File: src/rtl/necpu_periph_pkg.sv
// Shared register map and bit positions for the CPU-side LED PWM peripheral.
// Constants only; no logic, no latency, no backpressure.
package necpu_periph_pkg;

  localparam logic [7:0] LED_BASE = 8'h80;

  typedef enum logic [2:0] {
    OFF_CTRL   = 3'd0,
    OFF_DUTY_R = 3'd1,
    OFF_DUTY_G = 3'd2,
    OFF_DUTY_B = 3'd3,
    OFF_PRESC  = 3'd4,
    OFF_STATUS = 3'd5,
    OFF_CNT    = 3'd6,
    OFF_RSVD   = 3'd7
  } reg_off_t;

  localparam int CTRL_EN_BIT     = 0;
  localparam int CTRL_LOAD_BIT   = 1;
  localparam int STATUS_WRAP_BIT = 0;

endpackage

File: src/rtl/pwm_channel.sv
// One PWM colour channel: shadow/active duty pair plus registered active-low output.
// Output lags cnt by one clock; no backpressure, writes always accepted.
module pwm_channel (
  input  logic       clk,
  input  logic       rst,
  input  logic       en,
  input  logic [7:0] cnt,
  input  logic       shadow_wr,
  input  logic [7:0] wdata,
  input  logic       load,
  output logic [7:0] shadow,
  output logic       led
);

  logic [7:0] active;

  always_ff @(posedge clk or posedge rst) begin
    if (rst) begin
      shadow <= 8'd0;
      active <= 8'd0;
      led    <= 1'b1;
    end else begin
      if (shadow_wr)
        shadow <= wdata;
      // A shadow write landing on a load cycle goes straight through to active.
      if (load)
        active <= shadow_wr ? wdata : shadow;
      led <= ~(en && (cnt < active));
    end
  end

endmodule

File: src/rtl/pwm_led_ctrl.sv
// RGB LED PWM peripheral on the CPU byte bus: decode, prescaler, 8-bit period counter.
// Read data one clock after the strobe, LEDs one clock after cnt; no backpressure.
module pwm_led_ctrl
  import necpu_periph_pkg::*;
#(
  parameter logic [7:0] BASE_ADDR = LED_BASE
) (
  input  logic       clk,
  input  logic       rst,
  input  logic       write,
  input  logic       read,
  input  logic [7:0] address,
  input  logic [7:0] din,
  output logic [7:0] dout,
  output logic       led_R,
  output logic       led_G,
  output logic       led_B
);

  logic       hit;
  reg_off_t   off;
  logic       wr_hit;
  logic       en;
  logic       wrap_flag;
  logic [7:0] presc;
  logic [7:0] pcnt;
  logic [7:0] cnt;
  logic       tick;
  logic       wrap;
  logic       load_now;
  logic       en_clr;
  logic       status_clr;
  logic       load;
  logic [2:0] duty_wr;
  logic [7:0] shadow_r, shadow_g, shadow_b;
  logic [7:0] rdata;

  assign hit    = (address[7:3] == BASE_ADDR[7:3]);
  assign off    = reg_off_t'(address[2:0]);
  assign wr_hit = write && hit;

  assign load_now   = wr_hit && (off == OFF_CTRL) && din[CTRL_LOAD_BIT];
  assign en_clr     = wr_hit && (off == OFF_CTRL) && !din[CTRL_EN_BIT];
  assign status_clr = wr_hit && (off == OFF_STATUS) && din[STATUS_WRAP_BIT];

  assign tick = en && (pcnt == presc);
  assign wrap = tick && (cnt == 8'hFF);
  assign load = wrap || !en || load_now;

  assign duty_wr[0] = wr_hit && (off == OFF_DUTY_R);
  assign duty_wr[1] = wr_hit && (off == OFF_DUTY_G);
  assign duty_wr[2] = wr_hit && (off == OFF_DUTY_B);

  always_ff @(posedge clk or posedge rst) begin
    if (rst) begin
      en        <= 1'b0;
      presc     <= 8'd0;
      wrap_flag <= 1'b0;
    end else begin
      if (wr_hit && (off == OFF_CTRL))
        en <= din[CTRL_EN_BIT];
      if (wr_hit && (off == OFF_PRESC))
        presc <= din;
      // Set beats clear when a wrap and a STATUS clear share a cycle.
      if (wrap)
        wrap_flag <= 1'b1;
      else if (status_clr)
        wrap_flag <= 1'b0;
    end
  end

  // Clearing EN zeroes the counters on the same edge so the next cycle sees 0.
  always_ff @(posedge clk or posedge rst) begin
    if (rst) begin
      pcnt <= 8'd0;
      cnt  <= 8'd0;
    end else if (!en || en_clr) begin
      pcnt <= 8'd0;
      cnt  <= 8'd0;
    end else if (tick) begin
      pcnt <= 8'd0;
      cnt  <= cnt + 8'd1;
    end else begin
      pcnt <= pcnt + 8'd1;
    end
  end

  always_comb begin
    rdata = 8'd0;
    case (off)
      OFF_CTRL:   rdata = {7'd0, en};
      OFF_DUTY_R: rdata = shadow_r;
      OFF_DUTY_G: rdata = shadow_g;
      OFF_DUTY_B: rdata = shadow_b;
      OFF_PRESC:  rdata = presc;
      OFF_STATUS: rdata = {7'd0, wrap_flag};
      OFF_CNT:    rdata = cnt;
      default:    rdata = 8'd0;
    endcase
  end

  always_ff @(posedge clk or posedge rst) begin
    if (rst)
      dout <= 8'd0;
    else if (read)
      dout <= (hit && !write) ? rdata : 8'd0;
  end

  pwm_channel u_ch_r (
    .clk       (clk),
    .rst       (rst),
    .en        (en),
    .cnt       (cnt),
    .shadow_wr (duty_wr[0]),
    .wdata     (din),
    .load      (load),
    .shadow    (shadow_r),
    .led       (led_R)
  );

  pwm_channel u_ch_g (
    .clk       (clk),
    .rst       (rst),
    .en        (en),
    .cnt       (cnt),
    .shadow_wr (duty_wr[1]),
    .wdata     (din),
    .load      (load),
    .shadow    (shadow_g),
    .led       (led_G)
  );

  pwm_channel u_ch_b (
    .clk       (clk),
    .rst       (rst),
    .en        (en),
    .cnt       (cnt),
    .shadow_wr (duty_wr[2]),
    .wdata     (din),
    .load      (load),
    .shadow    (shadow_b),
    .led       (led_B)
  );

endmodule

File: config.mk
export PLATFORM = sky130hd
export DESIGN_NAME = pwm_led_ctrl
export DESIGN_NICKNAME = d
export VERILOG_FILES = /design/src/rtl/necpu_periph_pkg.sv /design/src/rtl/pwm_channel.sv /design/src/rtl/pwm_led_ctrl.sv
export SDC_FILE = /design/constraint.sdc
export NUM_CORES = 1
export LEC_CHECK = 0
export ABC_AREA = 1
export CORE_MARGIN = 2
export CORE_UTILIZATION = 30
export DETAILED_ROUTE_END_ITERATION = 10
export PLACE_DENSITY = 0.43
export SKIP_CTS_REPAIR_TIMING = 1
export SLEW_MARGIN = 25
export SYNTH_ARGS = -nofsm -noshare
export SYNTH_HDL_FRONTEND = slang
export SYNTH_SLANG_ARGS = --single-unit
File: constraint.sdc
create_clock -name clk -period 3.7 [get_ports clk]
set_clock_uncertainty 0.2 [all_clocks]
set_input_delay 0.74 -clock clk [delete_from_list [all_inputs] [get_ports clk]]
set_output_delay 0.74 -clock clk [all_outputs]
set_load 0.05 [all_outputs]
; ---- Yosys cells after proc, flatten, opt, wreduce, memory -nomap -nowiden
; Cells that the tools add are included.
[totals]
ff_bits = 85
latch_bits = 0
ram_bits = 0
mem_bits_ro = 0
n_memories = 0
[op_classes]
add_sub_neg = 2
multipliers = 0
div = 0
order_cmp = 3
n_eq_ne = 9
shift = 0
muxes = 11
n_bitwise = 3
n_reduce_logical = 25
[op_table]
columns = cell, n
row1 = 2-to-1 mux 8 bit, 8
row2 = one-hot mux 8 bit (7 select lines), 1
row3 = < comparator 8 bit, 3
row4 = "adder 8 x 1 -> 8 bit, second input constant", 2
row5 = logical AND 1 bit, 16
row6 = "equality test 3 bit, second input constant", 3
row7 = equality test 8 bit, 1
row8 = "equality test 8 bit, second input constant", 1
row9 = "equality test 3 x 2 -> 1 bit, second input constant", 2
row10 = "equality test 5 bit, second input constant", 1
row11 = nonzero test 2 bit, 2
row12 = "equality test 3 x 1 -> 1 bit, second input constant", 1
row13 = logical NOT 1 bit, 3
row14 = logical NOT 3 bit, 1
row15 = logical OR 1 bit, 3
row16 = inverter 1 bit, 3
row17 = 2-to-1 mux 1 bit, 2

; ---- Longest topological paths before layout
; Gate-level depths: netlist (run 1).
[depth]
depth_word = 6
mapped_depth = 11

; ---- By module
; A second synthesis (run 1) with hierarchy kept.
[unflattened]
hier_cells = 612
area_unflattened_um2 = 4752.1
[by_module_without_submodules]
columns = mod, n_inst, cells_each, area_each_um2, seq_area_each_um2
row1 = pwm_channel, 3, 93, 822.0, 426.7
row2 = pwm_led_ctrl, 1, 333, 2285.9, 850.8

; ---- Worst setup path before layout (run 1)
; OpenSTA, ideal clock, no wires.
[synth_timing]
path_kind = in2reg
from = input address[3]
to = register cnt[0]
t_arrival_ns = 1.709
required_time_ns = 3.381
setup_slack_ns = 1.673
stages = 9
cell_sequence = nor2_2 -> nand2_2 -> nor2_4 -> nand2_4 -> nor2_4 -> nand2_2 -> buf_2 -> nand4_1 -> nand2_1
[synth_via]
elab_chain_cells = 6
elab_cells_between_ends = 7
[synth_lines]
columns = element, line_no
row1 = from (decl), pwm_led_ctrl.sv:12  ; input logic [7:0] address,
row2 = equality test 5 bit (*), pwm_led_ctrl.sv:38  ; assign hit = (address[7:3] == BASE_ADDR[7:3]);
row3 = logical AND 1 bit (*), pwm_led_ctrl.sv:40  ; assign wr_hit = write && hit;
row4 = logical AND 1 bit (*) (2 in series), pwm_led_ctrl.sv:43  ; assign en_clr = wr_hit && (off == OFF_CTRL) && !din[CTRL_EN_BIT];
row5 = logical OR 1 bit (*), pwm_led_ctrl.sv:77  ; end else if (!en || en_clr) begin
row6 = 2-to-1 mux 8 bit or nonzero test 2 bit (tied branches), n/a
row7 = to (signal assigned), pwm_led_ctrl.sv:82  ; cnt <= cnt + 8'd1;
row8 = to (decl), pwm_led_ctrl.sv:27  ; logic [7:0] cnt;
; Every way passes the cells marked *; elsewhere a longest branch is shown, timed or not.
; A chain may end at the register's enable or synchronous reset.

; ---- Worst setup path in the final report (run 1)
[layout_timing]
from = input address[1]
to = register u_ch_b.active[7]
[layout_via]
elab_chain_cells = 4
elab_cells_between_ends = 7
[layout_lines]
columns = element, line_no
row1 = logical NOT 3 bit, pwm_led_ctrl.sv:42  ; assign load_now = wr_hit && (off == OFF_CTRL) && din[CTRL_LOAD_BIT];
row2 = logical AND 1 bit (2 in series), pwm_led_ctrl.sv:42
row3 = logical OR 1 bit, pwm_led_ctrl.sv:48  ; assign load = wrap || !en || load_now;
row4 = to (signal assigned), pwm_channel.sv:27  ; active <= shadow_wr ? wdata : shadow;
row5 = to (decl), pwm_channel.sv:15  ; logic [7:0] active;
; Several ways; a longest one is shown, not always the timed one.

==> impl_metrics.csv, run 1 <==
group,metric,value,unit
run_status,status,"complete, no violations",
layout,fill_cells,1641,
sta,relSlewSlack,53.9,%
pwr,fin_total_pwr,2.29,mW
logic_synthesis,synthDistinctLibCells,34,
pwr,clkPwrFrac,42.3,%
logic_synthesis,synth_area,4740,um^2
floorplanning,dieHeight,130,um
route,avgRoutedWirePerCell,15.3,um
layout,final_common_cell,"nand2_1",
logic_synthesis,synth_async_sr_flop_share,100,%
pwr,pwr-share-comb,12.7,%
logic_synthesis,synth_area_per_cell,8.25,um^2
sta,fin_crit_sh,70.5,%
place,place.gp.congestion,0.832,
pwr,vdd_drop_max,0.000282,V
clock_network,cts_sinks,85,
floorplanning,coreArea,15300,um^2
sta,hold_viol_final,0,
pwr,power.density,412,nW/um^2
layout,n_antenna_cell,0,
critical_path,crit_start,"address[1]",
hold_path,min_path_type,"register to register",
global_route,grt_pass1_wl,20400,um
clock_network,clock_path_buffers,2,
place,io_buffers,30,
critical_path,worstPathMaxFanout,25,
route,antenna_left,0,
job,maxCapViolCount,0,
logic_synthesis,synth_nets,618,
layout,area_growth,17.3,%
layout,drive_gt1_share,12.1,%
global_route,grt_pass1_vias,3697,
floorplanning,fp.dieW,130,um
floorplanning,dieArea,16800,um^2
pwr,p_int,1.67,mW
layout,regArea,2130,um^2
critical_path,crit_arrival,2.70,ns
floorplanning,start_util,31.0,%
critical_path,worstSetupStartpointType,"primary input",
route,vias,3780,
logic_synthesis,synth_seq_cells,85,
route,initialDrtViolationCount,229,
sta,max_slew.worst_pin.slew,0.692,ns
layout,final_cell_mix,"nand2_1 (164), dfrtp_1 (82), inv_1 (80)",
logic_synthesis,yosysSeqAreaShare,44.9,%
logic_synthesis,synth_warnings,0,
sta,finalCriticalPeriod,2.61,ns
logic_synthesis,synth_ff_type,"dfrtp_1",
pwr,leakage,2.93,nW
global_route,grt_max_degree,38,
sta,setup_viol,0,
logic_synthesis,synthCells,575,
sta,final_max_slew_viol_count,0,
clock_network,cts_root_buf,"clkbuf_16",
sta,max_freq,0.383,GHz
critical_path,path_class,"primary input to register",
floorplanning,rows,45,
critical_path,rr_startpoint,"cnt[1]",
clock_network,h-tree-depth,3,
global_route,grt_usage,16.4,%
pwr,seq_power_share,45.0,%
critical_path,critPathRequiredTime,3.79,ns
layout,nNetsFinal,651,
floorplanning,ios,31,
pwr,switching_power,624,uW
clock_network,numCtsBuffers,9,
critical_path,cp-end-kind,"register",
place,hpwl,9560,um
hold_path,min-delay-start,"dout[0]",
clock_network,clk_pin_slew,0.07,ns
layout,multiInputGateArea,2190,um^2
global_route,antenna_found_initial,0,
pwr,switching_share,27.3,%
sta,fin_setup_tns,0,ns
clock_network,tritoncts,"yes",
sta,rsz0062_at_grt,"false",
route,via_per_inst,4.59,
logic_synthesis,synth_edf_count,0,
route,firstDrtPassIters,4,
route,drc,0,
route,routed_wl,12600,um
global_route,grt_overflow,0,
clock_network,clk_latency,0.35,ns
final timing paths:
check	endpoint	slack, ns	cells after the start
max	u_ch_b.active[7]	1.09	10
min	dout[0]	0.28	2
max reg2reg	u_ch_b.active[7]	1.40	9
min reg2reg	dout[0]	0.28	2
max in group asynchronous	u_ch_g.led	1.93	3
min in group asynchronous	u_ch_r.shadow[3]	0.58	2
kinds of logic after synthesis:
family | after synthesis | share of synthesized area (%)
AO/OA/AOI/OAI | 76 | 10.5
XOR/XNOR | 9 | 1.66
adder cells (fa/ha/maj) | 23 | 6.07
buffers and inverters | 101 | 8.97
flip-flops | 85 | 44.9
AND/OR/NAND/NOR | 281 | 27.9
power by group through the flow:
stage               clock, mW  sequential [mW]  combinational (mW)
floorplan                   0             1.05               0.188
global placement            0             1.05               0.291
detailed placement          0             1.05               0.297
CTS                     0.990             1.03               0.297
global route             1.04             1.04               0.333
finish                  0.968             1.03               0.290
layer usage:
layer	up-vias	track usage (%)	share of wire, %
met2	53	26.2	47
li1	1927	-	-
met1	1792	22.3	48
met5	-	0	0
met3	8	4.31	3.7
met4	0	3.80	1.1
flip-flops by register name, summed over array words and instances, names as in the netlist, 8 cells and up:
name and flops:
cnt 8, dout 8, pcnt 8, presc 8
u_ch_b.active 8, u_ch_b.shadow 8, u_ch_g.active 8, u_ch_g.shadow 8
u_ch_r.active 8, u_ch_r.shadow 8
area by class of cell:
class | count | share of cell area, %
Multi-Input combinational cell | 389 | 39.3
Sequential cell | 85 | 38.3
Timing Repair Buffer | 35 | 6.07
Inverter | 88 | 5.98
Tap cell | 211 | 4.74
Clock buffer | 12 | 4.61
Clock inverter | 4 | 0.989
worst max-delay path, stage by stage:
cell	delay [ns]
clkdlybuf4s50_1	0.48
nor2_1	0.20
nand2_2	0.11
inv_2	0.07
nand4_1	0.09
nand2_1	0.14
clkinv_2	0.33
nand2_4	0.37
nand2_1	0.09
nand2_1	0.07
Yosys cell counts, types with 6 or more instances:
cell	count	area, um^2
o21ai_2	22	193
o21ai_0	20	100
nor2_1	36	135
nand4_1	22	138
nand3_1	36	180
xor2_1	8	70.1
buf_2	6	30.0
o22ai_1	9	56.3
dfrtp_1	82	2050
ha_1	23	288
inv_2	6	22.5
nand2_1	164	616
inv_1	81	304
a21oi_1	16	80.1
stage by stage:
step / utilization (%) / area, um^2 / instances / setup slack (ns) / hold WS (ns)
floorplan: - / 4740 / 575 / 0.571 / 0.270
global placement: 34.3 / 5250 / 808 / 0.807 / 0.271
detailed placement: 34.3 / 5250 / 808 / 0.741 / 0.268
CTS: 36.3 / 5560 / 824 / 1.08 / 0.287
global route: 36.3 / 5560 / 824 / 0.911 / 0.321
finish: 36.3 / 5560 / 824 / 1.09 / 0.283
No activity file was read; power rests on OpenSTA's default activity.
==> run 2: changes to the inputs <==
==> constraint.sdc (replaced) <==
create_clock -name clk -period 2.65 [get_ports clk]
set_clock_uncertainty 0.2 [all_clocks]
set_input_delay 0.53 -clock clk [delete_from_list [all_inputs] [get_ports clk]]
set_output_delay 0.53 -clock clk [all_outputs]
set_load 0.05 [all_outputs]
==> run 2 against run 1 <==
Sequential power up 40%. Design area up 1.1%. Via count is 2.4% higher. Register-to-register slack got worse by 0.70 ns. Utilization up 0.40 points. Setup slack worse by 0.83 ns. Combinational power up 44%. Sequential cell count unchanged. Non-clock buffer count grew 11. Largest cell class unchanged.
==> impl_metrics.csv, run 2 (synthesized netlist as in run 1, its figures left out) <==
group,metric,value,unit
global_route,grt_overflow,0,
critical_path,cp-end-kind,"output pin",
floorplanning,fp.dieW,130,um
sta,rsz0062_at_grt,"false",
critical_path,path_cells,"clkdlybuf4s50_1",
pwr,clkPwrFrac,40.0,%
critical_path,rrSetupSlack,0.70,ns
hold_path,min_path_type,"register to register",
layout,multiInputGateArea,2190,um^2
layout,nNetsFinal,662,
sta,max_freq,0.419,GHz
layout,regArea,2130,um^2
pwr,power.density,550,nW/um^2
critical_path,reg2reg_depth,8,
place,place_inst,819,
critical_path,worstSetupStartpointType,"register",
sta,hold_viol_final,0,
route,firstDrtPassIters,4,
pwr,vdd_drop_max,0.000364,V
critical_path,rr_endpoint,"u_ch_g.active[6]",
global_route,grt_pass1_vias,3963,
run_status,status,"complete, no violations",
clock_network,clk_latency,0.35,ns
layout,n_antenna_cell,0,
layout,drive_gt1_share,13.0,%
layout,instances_no_fill,834,
critical_path,crit_arrival,1.66,ns
route,initialDrtViolationCount,218,
critical_path,path_class,"register to output pin",
layout,final_cell_mix,"nand2_1 (164), dfrtp_1 (82), inv_1 (80)",
sta,setup_ws,0.262,ns
clock_network,cts_root_buf,"clkbuf_16",
route,routed_wl,13000,um
pwr,pwr-share-comb,13.5,%
pwr,seq_power_share,46.5,%
sta,final_max_slew_viol_count,0,
place,dpl_worst_slack,0.168,ns
critical_path,worstPathMaxFanout,1,
critical_path,rr_startpoint,"cnt[3]",
floorplanning,coreArea,15300,um^2
critical_path,slowest_delay,0.79,ns
layout,area_growth,18.6,%
global_route,grt_pass1_wl,21500,um
route,avgRoutedWirePerCell,15.5,um
critical_path,cp.depth,1,
job,maxCapViolCount,0,
floorplanning,ios,31,
pwr,switching_power,821,uW
layout,final_common_cell,"nand2_1",
critical_path,crit_start,"u_ch_g.led",
clock_network,clock_path_buffers,2,
floorplanning,start_util,31.0,%
floorplanning,dieArea,16800,um^2
global_route,grt_max_degree,86,
pwr,switching_share,26.5,%
pwr,leakage,2.97,nW
clock_network,tritoncts,"yes",
route,antenna_left,0,
layout,fill_cells,1625,
sta,fin_setup_tns,0,ns
clock_network,numCtsBuffers,9,
place,hpwl,9720,um
route,drc,0,
route,via_per_inst,4.64,
critical_path,crit_family,"buffers and inverters",
critical_path,critPathRequiredTime,1.92,ns
clock_network,clk_pin_slew,0.06,ns
sta,fin_crit_sh,90.1,%
clock_network,cts_sinks,85,
critical_path,cp_slowest_cell,"clkdlybuf4s50_1",
sta,max_slew.worst_pin.slew,0.502,ns
floorplanning,dieHeight,130,um
sta,relSlewSlack,66.5,%
critical_path,endpoint,"led_G",
place,place.gp.congestion,0.827,
sta,setup_viol,0,
sta,finalCriticalPeriod,2.39,ns
critical_path,crit_buf_inv,1,
floorplanning,rows,45,
global_route,grt_usage,17.0,%
clock_network,h-tree-depth,3,
route,vias,3869,
pwr,p_int,2.27,mW
global_route,antenna_found_initial,0,
place,io_buffers,30,
[run 2: tightest hold or removal path, cell delays in order, from the launching register on]
cell and delay [ns]:
dfrtp_1 0.34, nand2_1 0.05, nand2_1 0.06
[run 2: cell type report]
cell class                      count  share of cell area [%]
Inverter                           88                    5.96
Clock inverter                      2                   0.623
Tap cell                          211                    4.69
Timing Repair Buffer               46                    7.70
Sequential cell                    85                    37.9
Multi-Input combinational cell    389                    38.9
Clock buffer                       13                    4.27
[run 2: worst min path at each step]
stage / slack [ns] / startpoint / depth (start not counted) / endpoint
finish: 0.28 / dout[6] / 2 / dout[6]
floorplan: 0.27 / pcnt[0] / 1 / pcnt[0]
detailed placement: 0.27 / dout[6] / 2 / dout[6]
global placement: 0.27 / dout[5] / 2 / dout[5]
CTS: 0.29 / dout[6] / 2 / dout[6]
global route: 0.31 / dout[0] / 2 / dout[0]
[run 2: metal layers]
metal  global-route usage, %  part of all wire (%)  vias up
met1                    22.5                    46     1855
met3                    5.08                   4.3       14
met4                    5.44                   1.6        0
li1                        -                     -     1946
met2                    26.9                    48       54
met5                       0                     0        -
[run 2: through the flow]
stage	power [mW]	cell area, um^2	hold WS, ns	util (%)
2_1_floorplan	1.73	4750	0.270	-
3_3_place_gp	1.89	5350	0.272	34.9
3_5_place_dp	1.89	5350	0.270	34.9
4_1_cts	3.14	5630	0.285	36.7
5_1_grt	3.28	5630	0.307	36.7
6_report	3.09	5630	0.279	36.7
[run 2: power by group through the flow]
stage	Sequential (mW)	Combinational (mW)	Clock (mW)
global placement	1.46	0.422	0
finish	1.44	0.417	1.24
global route	1.45	0.481	1.35
floorplan	1.47	0.263	0
CTS	1.44	0.428	1.27
detailed placement	1.47	0.426	0
